==> src/rtl/decode_stage.sv <==
// RV64 decode stage: combinational field/immediate decode of the fetched word,
// buffered in a main register plus one skid entry so in_ready stays registered.
module decode_stage #(
  parameter int XLEN = 64
) (
  input  logic            clk,
  input  logic            rst,
  input  logic            flush,
  input  logic            in_valid,
  output logic            in_ready,
  input  logic [XLEN-1:0] in_pc,
  input  logic [31:0]     in_insn,
  output logic            out_valid,
  input  logic            out_ready,
  output logic [XLEN-1:0] out_pc,
  output logic [4:0]      out_opcode,
  output logic [2:0]      out_funct3,
  output logic            out_funct7_5,
  output logic [4:0]      out_rd,
  output logic [4:0]      out_rs1,
  output logic [4:0]      out_rs2,
  output logic [XLEN-1:0] out_imm,
  output logic            out_rd_we,
  output logic            out_illegal
);

  localparam logic [4:0] OPC_LOAD      = 5'b00000;
  localparam logic [4:0] OPC_LOAD_FP   = 5'b00001;
  localparam logic [4:0] OPC_MISC_MEM  = 5'b00011;
  localparam logic [4:0] OPC_OP_IMM    = 5'b00100;
  localparam logic [4:0] OPC_AUIPC     = 5'b00101;
  localparam logic [4:0] OPC_OP_IMM_32 = 5'b00110;
  localparam logic [4:0] OPC_STORE     = 5'b01000;
  localparam logic [4:0] OPC_STORE_FP  = 5'b01001;
  localparam logic [4:0] OPC_AMO       = 5'b01011;
  localparam logic [4:0] OPC_OP        = 5'b01100;
  localparam logic [4:0] OPC_LUI       = 5'b01101;
  localparam logic [4:0] OPC_OP_32     = 5'b01110;
  localparam logic [4:0] OPC_MADD      = 5'b10000;
  localparam logic [4:0] OPC_MSUB      = 5'b10001;
  localparam logic [4:0] OPC_NMSUB     = 5'b10010;
  localparam logic [4:0] OPC_NMADD     = 5'b10011;
  localparam logic [4:0] OPC_OP_FP     = 5'b10100;
  localparam logic [4:0] OPC_BRANCH    = 5'b11000;
  localparam logic [4:0] OPC_JALR      = 5'b11001;
  localparam logic [4:0] OPC_JAL       = 5'b11011;
  localparam logic [4:0] OPC_SYSTEM    = 5'b11100;

  typedef struct packed {
    logic [XLEN-1:0] pc;
    logic [4:0]      opcode;
    logic [2:0]      funct3;
    logic            funct7_5;
    logic [4:0]      rd;
    logic [4:0]      rs1;
    logic [4:0]      rs2;
    logic [XLEN-1:0] imm;
    logic            rd_we;
    logic            illegal;
  } decoded_t;

  typedef enum logic [1:0] {EMPTY, ONE, FULL} buf_state_t;

  buf_state_t state, next_state;
  decoded_t   dec, main_q, skid_q;
  logic       in_fire, out_fire;
  logic       load_main, main_from_skid, load_skid;
  logic       opc_known, wr_class;

  always_comb begin
    dec          = '0;
    opc_known    = 1'b0;
    wr_class     = 1'b0;
    dec.pc       = in_pc;
    dec.opcode   = in_insn[6:2];
    dec.funct3   = in_insn[14:12];
    dec.funct7_5 = in_insn[30];
    dec.rd       = in_insn[11:7];
    dec.rs1      = in_insn[19:15];
    dec.rs2      = in_insn[24:20];
    unique case (in_insn[6:2])
      OPC_LOAD, OPC_OP_IMM, OPC_OP_IMM_32, OPC_JALR: begin
        opc_known = 1'b1;
        wr_class  = 1'b1;
        dec.imm   = {{(XLEN-12){in_insn[31]}}, in_insn[31:20]};
      end
      OPC_LOAD_FP, OPC_MISC_MEM: begin
        opc_known = 1'b1;
        dec.imm   = {{(XLEN-12){in_insn[31]}}, in_insn[31:20]};
      end
      OPC_SYSTEM: begin
        opc_known = 1'b1;
        wr_class  = (in_insn[14:12] != 3'b000);
        dec.imm   = {{(XLEN-12){in_insn[31]}}, in_insn[31:20]};
      end
      OPC_STORE, OPC_STORE_FP: begin
        opc_known = 1'b1;
        dec.imm   = {{(XLEN-12){in_insn[31]}}, in_insn[31:25], in_insn[11:7]};
      end
      OPC_BRANCH: begin
        opc_known = 1'b1;
        dec.imm   = {{(XLEN-13){in_insn[31]}}, in_insn[31], in_insn[7],
                     in_insn[30:25], in_insn[11:8], 1'b0};
      end
      OPC_LUI, OPC_AUIPC: begin
        opc_known = 1'b1;
        wr_class  = 1'b1;
        dec.imm   = {{(XLEN-32){in_insn[31]}}, in_insn[31:12], 12'b0};
      end
      OPC_JAL: begin
        opc_known = 1'b1;
        wr_class  = 1'b1;
        dec.imm   = {{(XLEN-21){in_insn[31]}}, in_insn[31], in_insn[19:12],
                     in_insn[20], in_insn[30:21], 1'b0};
      end
      OPC_OP, OPC_OP_32, OPC_AMO: begin
        opc_known = 1'b1;
        wr_class  = 1'b1;
      end
      OPC_MADD, OPC_MSUB, OPC_NMSUB, OPC_NMADD, OPC_OP_FP: begin
        opc_known = 1'b1;
      end
      default: begin
        opc_known = 1'b0;
      end
    endcase
    dec.illegal = (in_insn[1:0] != 2'b11) || !opc_known
               || ((in_insn[6:2] == OPC_BRANCH) && (in_insn[14:13] == 2'b01))
               || ((in_insn[6:2] == OPC_JALR) && (in_insn[14:12] != 3'b000));
    dec.rd_we   = wr_class && (in_insn[11:7] != 5'd0) && !dec.illegal;
  end

  assign in_ready  = (state != FULL);
  assign out_valid = (state != EMPTY);
  assign in_fire   = in_valid && in_ready;
  assign out_fire  = out_valid && out_ready;

  always_ff @(posedge clk or posedge rst) begin
    if (rst) state <= EMPTY;
    else     state <= next_state;
  end

  // Flush overrides everything; in FULL no accept can occur since in_ready is low.
  always_comb begin
    next_state = state;
    unique case (state)
      EMPTY: if (in_fire) next_state = ONE;
      ONE: begin
        if (in_fire && !out_fire)      next_state = FULL;
        else if (!in_fire && out_fire) next_state = EMPTY;
      end
      FULL:  if (out_fire) next_state = ONE;
      default: next_state = EMPTY;
    endcase
    if (flush) next_state = EMPTY;
  end

  always_comb begin
    load_main      = 1'b0;
    main_from_skid = 1'b0;
    load_skid      = 1'b0;
    if (!flush) begin
      unique case (state)
        EMPTY: load_main = in_fire;
        ONE: begin
          load_main = in_fire && out_fire;
          load_skid = in_fire && !out_fire;
        end
        FULL: begin
          load_main      = out_fire;
          main_from_skid = out_fire;
        end
        default: load_main = 1'b0;
      endcase
    end
  end

  always_ff @(posedge clk or posedge rst) begin
    if (rst) begin
      main_q <= '0;
      skid_q <= '0;
    end else begin
      if (load_main) main_q <= main_from_skid ? skid_q : dec;
      if (load_skid) skid_q <= dec;
    end
  end

  assign out_pc       = main_q.pc;
  assign out_opcode   = main_q.opcode;
  assign out_funct3   = main_q.funct3;
  assign out_funct7_5 = main_q.funct7_5;
  assign out_rd       = main_q.rd;
  assign out_rs1      = main_q.rs1;
  assign out_rs2      = main_q.rs2;
  assign out_imm      = main_q.imm;
  assign out_rd_we    = main_q.rd_we;
  assign out_illegal  = main_q.illegal;

endmodule

==> config.mk <==
export PLATFORM = sky130hd
export DESIGN_NAME = decode_stage
export DESIGN_NICKNAME = d
export VERILOG_FILES = /design/src/rtl/decode_stage.sv
export SDC_FILE = /design/constraint.sdc
export NUM_CORES = 1
export LEC_CHECK = 0
export ABC_AREA = 0
export BUFFER_PORTS_ARGS = -buffer_cell sky130_fd_sc_hd__buf_2
export CORE_MARGIN = 1.5
export CORE_UTILIZATION = 58
export DETAILED_ROUTE_END_ITERATION = 8
export PLACE_DENSITY_LB_ADDON = 0.3
export SLEW_MARGIN = 20
export SYNTH_ARGS = -nofsm -noshare
export SYNTH_HDL_FRONTEND = slang
export SYNTH_SLANG_ARGS = --single-unit
export TNS_END_PERCENT = 100
==> constraint.sdc <==
create_clock -name clk -period 10.2 [get_ports clk]
set_clock_uncertainty 0.15 [all_clocks]
set_input_delay 0 -clock clk [delete_from_list [all_inputs] [get_ports clk]]
set_output_delay 0 -clock clk [all_outputs]
set_load 0.005 [all_outputs]
==> flow_metrics.py, run 1 <==
metrics = {
    "setup_path": {
        "worst_ep_required_time_ns": 10.48,
        "cpMostUsedCell": "buf_4",
        "cp_slowest_cell": "buf_4",
        "critPathLaunchType": "flop",
        "path_cells": "nor2b_1 -> nand2_1 -> a21oi_4 -> buf_4 -> buf_4 -> o22ai_1 -> a21oi_1",
        "path_class": "flop to flop",
        "end_kind": "flop",
        "crit_arrival_ns": 3.02,
        "critPathMaxStageDelay_ns": 0.61,
        "cp_max_fo": 63,
    },
    "synth": {
        "synthFlopType": "dfrtp_1",
        "syn_nets": 1378,
        "synth_seq_area_share_pct": 55.7,
        "syn_area_um2": 11100,
        "synth_area_per_cell_um2": 8.66,
        "synth.distinct_cells": 49,
        "synthArstFlopShare_pct": 100,
        "synth_edf_count": 0,
        "yosysWarnings": 0,
        "synthCells": 1277,
        "ys_ff_latch": 246,
    },
    "timing": {
        "whs_ns": 0.0445,
        "slew_violations": 0,
        "setup-tns-final_ns": 0,
        "worst_pin_slew_ns": 1.09,
        "fin_crit_sh_pct": 26.9,
        "setup_viol": 0,
        "rsz0062_at_grt": "false",
        "finalHoldViolations": 0,
        "fmax_mhz": 365,
        "period_needed_ns": 2.74,
        "relSlewSlack_pct": 27.3,
    },
    "routing": {
        "vias": 10100,
        "drt_iter0_markers": 856,
        "dr.pass1.iters": 6,
        "wl_um": 30000,
        "vias_per_cell": 5.61,
        "wire_per_inst_um": 16.7,
        "ant_nets": 0,
        "remaining_drc_errors": 0,
    },
    "power": {
        "vdd_drop_max_uv": 144,
        "leakage_nw": 6.85,
        "power_density_nw_per_um2": 199,
    },
    "clocking": {
        "cts_setup_buffers": 0,
        "clockRootBuffer": "clkbuf_16",
        "cts.sinks": 246,
        "cts_hold_buf": 101,
        "cts_max_path_buffers": 3,
        "cts_tree": "done",
        "path_clk_slew_ns": 0.06,
        "insertion_delay_ns": 0.51,
        "cts-htree-levels": 1,
        "cts-buffers-inserted": 25,
        "cts_resized": 0,
    },
    "layout": {
        "antenna_cells": 0,
        "finalCoreUtilization_pct": 74.2,
        "mostFrequentLayoutCells": "nand2_1, buf_2, dfrtp_1, nor2_1, a31oi_1",
        "drive_above_1_share_pct": 20.8,
        "syn_to_final_growth_pct": 25.5,
        "final_common_cell": "nand2_1",
        "finalNetCount": 1649,
    },
    "place": {
        "dp_hpwl_um": 17000,
        "port_buffers": 256,
        "routabilityCongestion": 0.836,
    },
    "global_route": {
        "antenna_found_initial": 0,
        "grt_pass1_vias": 9609,
        "grt_overflow": 0,
        "grt_max_degree": 118,
        "grt_pass1_wl_um": 48000,
        "track_usage_pct": 29.8,
    },
    "job": {
        "maxCapViolations": 0,
    },
    "floorplanning": {
        "coreArea_um2": 18700,
        "io_pins": 257,
        "dieArea_um2": 19900,
        "start_util_pct": 59.1,
        "die_h_um": 141,
        "rows": 50,
        "dieWidth_um": 141,
    },
    "run_status": {
        "status": "finished clean",
    },
    "hold_path": {
        "hold_class": "input port to asynchronous set/reset pin",
    },
}
report_power, final:
part / switching, mW / internal (mW)
clock: 0.379 / 0.601
combinational: 0.261 / 0.225
sequential: 0.118 / 1.18
total: 0.758 / 2.01
routing by layer:
layer	global-route usage [%]	part of all wire, %	vias to the layer above
met3	4.96	7.6	76
li1	-	-	4729
met2	49.9	49	446
met1	39.5	40	4842
met5	0	0	-
met4	10.6	3.2	0
final cells by class:
type	instances	area, um2
inverter	6	30.0
clock buffer	36	737
fill	1302	4820
multi-input combinational	899	4130
sequential	246	6160
tap	234	293
clock inverter	9	148
timing repair buffer	370	2390
state kept, by name, summed over array words and instances, names as in the netlist:
signal	count
out_rs2	5
out_imm	32
out_pc	64
state	2
out_funct3	3
skid_q	122
out_rs1	5
out_opcode	5
out_illegal	1
out_rd	5
out_rd_we	1
out_funct7_5	1
critical path, delay by kind of cell, from the launching register on:
kind                   cells  cell delay, ns
and+or+nand+nor            2            0.37
AOI/OAI and AO/OA          3            0.51
DFF                        1            0.43
buffers and inverters      2            1.11
final timing paths:
kind | depth (start not counted) | startpoint | slack, ns | end
max | 7 | state[1] | 7.46 | out_imm[26]
min | 3 | rst | 0.04 | skid_q[134]
max reg2reg | 7 | state[1] | 7.46 | out_imm[26]
min reg2reg | 2 | skid_q[13] | 0.32 | skid_q[13]
max in group asynchronous | 4 | rst | 8.44 | out_funct3[0]
min in group clk | 4 | in_pc[1] | 0.08 | skid_q[91]
cells by family after synthesis:
| family | synth area share (%) |
|---|---|
| AND/OR/NAND/NOR | 24.7 |
| flip-flops | 55.7 |
| AO/OA/AOI/OAI | 12.3 |
| buffers and inverters | 7.24 |
| XOR/XNOR | 0.0792 |
| multiplexers | 0.0905 |
synthesized netlist by cell type (all sizes together), types with 5 or more instances:
| cell type | number | share of area (%) |
|---|---|---|
| dfrtp | 246 | 56 |
| inv | 6 | 0.20 |
| a21oi | 22 | 1.1 |
| buf | 103 | 6.3 |
| clkbuf | 23 | 0.78 |
| a22oi | 9 | 0.61 |
| and3 | 13 | 0.74 |
| nand4 | 7 | 0.40 |
| nor2 | 124 | 4.2 |
| o211ai | 7 | 0.48 |
| o22ai | 15 | 0.85 |
| a31oi | 114 | 6.4 |
| nand2 | 500 | 17 |
| nand2b | 5 | 0.28 |
| nand3 | 10 | 0.45 |
| nor2b | 6 | 0.36 |
| o21ai | 32 | 1.5 |
stage by stage:
stage	setup WS [ns]	std cells	total power [mW]	cell area [um2]
after detailed placement	7.52	1654	1.76	12000
after global placement	7.56	1654	1.73	12000
after CTS	7.51	1800	2.77	13900
after global routing	7.21	1800	2.90	13900
after floorplan	3.29	1277	1.58	11100
final	7.46	1800	2.77	13900
(Power assumes the default switching activity.)
==> run 2: changes to the inputs <==
--- a/config.mk
+++ b/config.mk
@@ -5,10 +5,10 @@
 export SDC_FILE = /design/constraint.sdc
 export NUM_CORES = 1
 export LEC_CHECK = 0
-export ABC_AREA = 0
+export ABC_AREA = 1
 export BUFFER_PORTS_ARGS = -buffer_cell sky130_fd_sc_hd__buf_2
 export CORE_MARGIN = 1.5
-export CORE_UTILIZATION = 58
+export CORE_UTILIZATION = 55
 export DETAILED_ROUTE_END_ITERATION = 8
 export PLACE_DENSITY_LB_ADDON = 0.3
 export SLEW_MARGIN = 20
==> constraint.sdc (replaced) <==
create_clock -name clk -period 2.7 [get_ports clk]
set_clock_uncertainty 0.15 [all_clocks]
set_input_delay 0 -clock clk [delete_from_list [all_inputs] [get_ports clk]]
set_output_delay 0 -clock clk [all_outputs]
set_load 0.005 [all_outputs]
==> flow_metrics.py, run 2 <==
metrics = {
    "place": {
        "port_buffers": 256,
        "dp_hpwl_um": 18400,
        "dpl_cell_area_um2": 12700,
        "routabilityCongestion": 0.859,
    },
    "synth": {
        "yosysWarnings": 0,
        "synthCells": 1425,
        "synth_area_leaders": "dfrtp_1, nand2_1, o21ai_0",
        "yosysMostFrequentCell": "nand2_1",
        "syn_area_um2": 11600,
        "synthFlopType": "dfrtp_1",
        "syn_nets": 1526,
        "ys_ff_latch": 246,
        "synth_area_per_cell_um2": 8.13,
        "synth_top_area_cell": "dfrtp_1",
        "synthArstFlopShare_pct": 100,
        "synth.distinct_cells": 34,
        "synthTopCellsByCount": "nand2_1, dfrtp_1, o21ai_0, inv_1, nor2_1",
        "synth_edf_count": 0,
        "synth_seq_area_share_pct": 53.2,
        "synth_top_area_share_pct": 53.2,
    },
    "timing": {
        "rsz0062_at_grt": "false",
        "fin_crit_sh_pct": 90.0,
        "period_needed_ns": 2.43,
        "slew_violations": 0,
        "worst_pin_slew_ns": 0.900,
        "finalHoldViolations": 0,
        "setup_viol": 0,
        "whs_ns": 0.0658,
        "relSlewSlack_pct": 39.9,
        "fmax_mhz": 411,
    },
    "setup_path": {
        "path_class": "flop to flop",
        "rr_endpoint": "skid_q[122]",
        "reg2reg_depth": 10,
        "r2r_slack_ns": 0.27,
        "critPathBufInv": 5,
        "cp_slowest_cell": "dlygate4sd3_1",
        "path_cells": "inv_2 -> nor2_2 -> inv_2 -> o211ai_1 -> nor3_4 -> dlygate4sd3_1 -> inv_2 -> buf_6 -> nand2_1 -> o21ai_0",
        "end_kind": "flop",
        "critPathLaunchType": "flop",
        "crit_family": "buffers and inverters",
        "cpMostUsedCell": "inv_2",
        "cp_max_fo": 56,
        "r2r_start": "state[1]",
        "worst_ep_required_time_ns": 2.98,
        "crit_arrival_ns": 2.71,
        "critPathMaxStageDelay_ns": 0.58,
    },
    "floorplanning": {
        "dieArea_um2": 21900,
        "start_util_pct": 56.7,
        "coreArea_um2": 20400,
        "io_pins": 257,
        "die_h_um": 148,
        "dieWidth_um": 148,
        "rows": 52,
    },
    "layout": {
        "final_common_cell": "nand2_1",
        "top_register": "skid_q",
        "syn_to_final_growth_pct": 25.7,
        "mostFrequentLayoutCells": "nand2_1, buf_2, dfrtp_1, o21ai_0, inv_1",
        "drive_above_1_share_pct": 20.8,
        "largest_reg_flops": 122,
        "fill_cells": 1551,
        "finalCoreUtilization_pct": 71.3,
        "finalNetCount": 1808,
        "fin_area_um2": 14600,
    },
    "global_route": {
        "grt_overflow": 0,
        "grt_pass1_vias": 9765,
        "grt_pass1_wl_um": 48300,
        "antenna_found_initial": 1,
        "track_usage_pct": 27.0,
        "grt_max_degree": 183,
    },
    "clocking": {
        "path_clk_slew_ns": 0.06,
        "cts.sinks": 246,
        "cts-htree-levels": 1,
        "cts-buffers-inserted": 26,
        "clockRootBuffer": "clkbuf_16",
        "cts_max_path_buffers": 3,
        "cts_setup_buffers": 0,
        "insertion_delay_ns": 0.52,
        "cts_tree": "done",
    },
    "routing": {
        "wire_per_inst_um": 14.9,
        "dr.pass1.iters": 6,
        "remaining_drc_errors": 0,
        "vias": 10400,
        "drt_iter0_markers": 759,
        "vias_per_cell": 5.24,
        "ant_nets": 0,
        "wl_um": 29800,
    },
    "power": {
        "power_density_nw_per_um2": 885,
        "vdd_drop_max_uv": 499,
        "total_power_mw": 12.9,
        "leakage_nw": 7.52,
    },
    "run_status": {
        "status": "finished clean",
    },
    "hold_path": {
        "hold_class": "input port to asynchronous set/reset pin",
    },
    "job": {
        "maxCapViolations": 0,
    },
}
## run 2: cell count changes in the layout (fill, tap and decap cells not counted), sizes merged, moves of 15 or more
cell / change
o22ai: -15
o21ai: +284
a21oi: -19
nand2: -85
inv: +117
nand3: +16
a31oi: -84
## run 2: how the worst max path moves through the flow
stage,from,to,slack [ns],depth (start not counted)
final,state[1],skid_q[122],0.27,10
after global routing,state[1],skid_q[111],0.09,10
after CTS,state[0],skid_q[122],0.16,7
after detailed placement,state[0],skid_q[82],0.62,5
after global placement,state[1],skid_q[24],0.69,5
after floorplan,rst,out_funct3[0],-0.68,1
## run 2: repair_timing
| item | 4_1_cts | 5_1_grt |
|---|---|---|
| hold buffers | 102 | 0 |
| setup endpoints to repair | 0 | 18 |
| gates resized for setup | 0 | 1 |
| hold endpoints to repair | 274 | 0 |
## run 2: report_power, final
part | switching, mW | total (mW) | internal (mW)
Clock | 1.41 | 3.48 | 2.07
Combinational | 1.94 | 3.44 | 1.50
Sequential | 0.745 | 5.96 | 5.22
## run 2: final cells by class
type | instances | area, um2 | share of cell area [%]
inverters | 124 | 472 | 3.24
multi-input cells | 934 | 4250 | 29.2
clock inverters | 7 | 65.1 | 0.447
diodes | 1 | 2.50 | 0.0172
clock buffers | 37 | 773 | 5.31
flip-flops and latches | 246 | 6160 | 42.3
repair buffers | 375 | 2510 | 17.2
well taps | 270 | 338 | 2.32
## run 2: logic make-up (layout without fill, tap and decap cells)
| group | after synthesis | after routing | synth area share (%) |
|---|---|---|---|
| AND/OR/NAND/NOR | 575 | 575 | 20.1 |
| other | 0 | 1 | 0 |
| AO/OA/AOI/OAI | 358 | 358 | 16.4 |
| flip-flops | 246 | 246 | 53.2 |
| buffers and inverters | 245 | 543 | 10.2 |
| XOR/XNOR | 1 | 1 | 0.0756 |
## run 2: routing by layer
layer / track usage, % / wire length (um) / share of wire [%]
met1: 37.1 / 12800 / 43
met2: 44.0 / 14100 / 47
met3: 4.17 / 1770 / 5.9
met4: 9.21 / 1030 / 3.4
met5: 0 / 0 / 0
## run 2: metrics by stage
| stage | setup slack (ns) | setup TNS, ns | std cells |
|---|---|---|---|
| finish | 0.270 | 0 | 1994 |
| global route | 0.0946 | 0 | 1993 |
| CTS | 0.163 | 0 | 1993 |
| detailed placement | 0.615 | 0 | 1847 |
| global placement | 0.692 | 0 | 1847 |
| floorplan | -0.682 | -167.71 | 1425 |
## run 2: worst reg2reg max path, stage by stage (launching register included)
cell and delay, ns:
dfrtp_1 0.41, inv_2 0.09, nor2_2 0.11, inv_2 0.05
o211ai_1 0.13, nor3_4 0.07, dlygate4sd3_1 0.58, inv_2 0.17
buf_6 0.36, nand2_1 0.12, o21ai_0 0.10
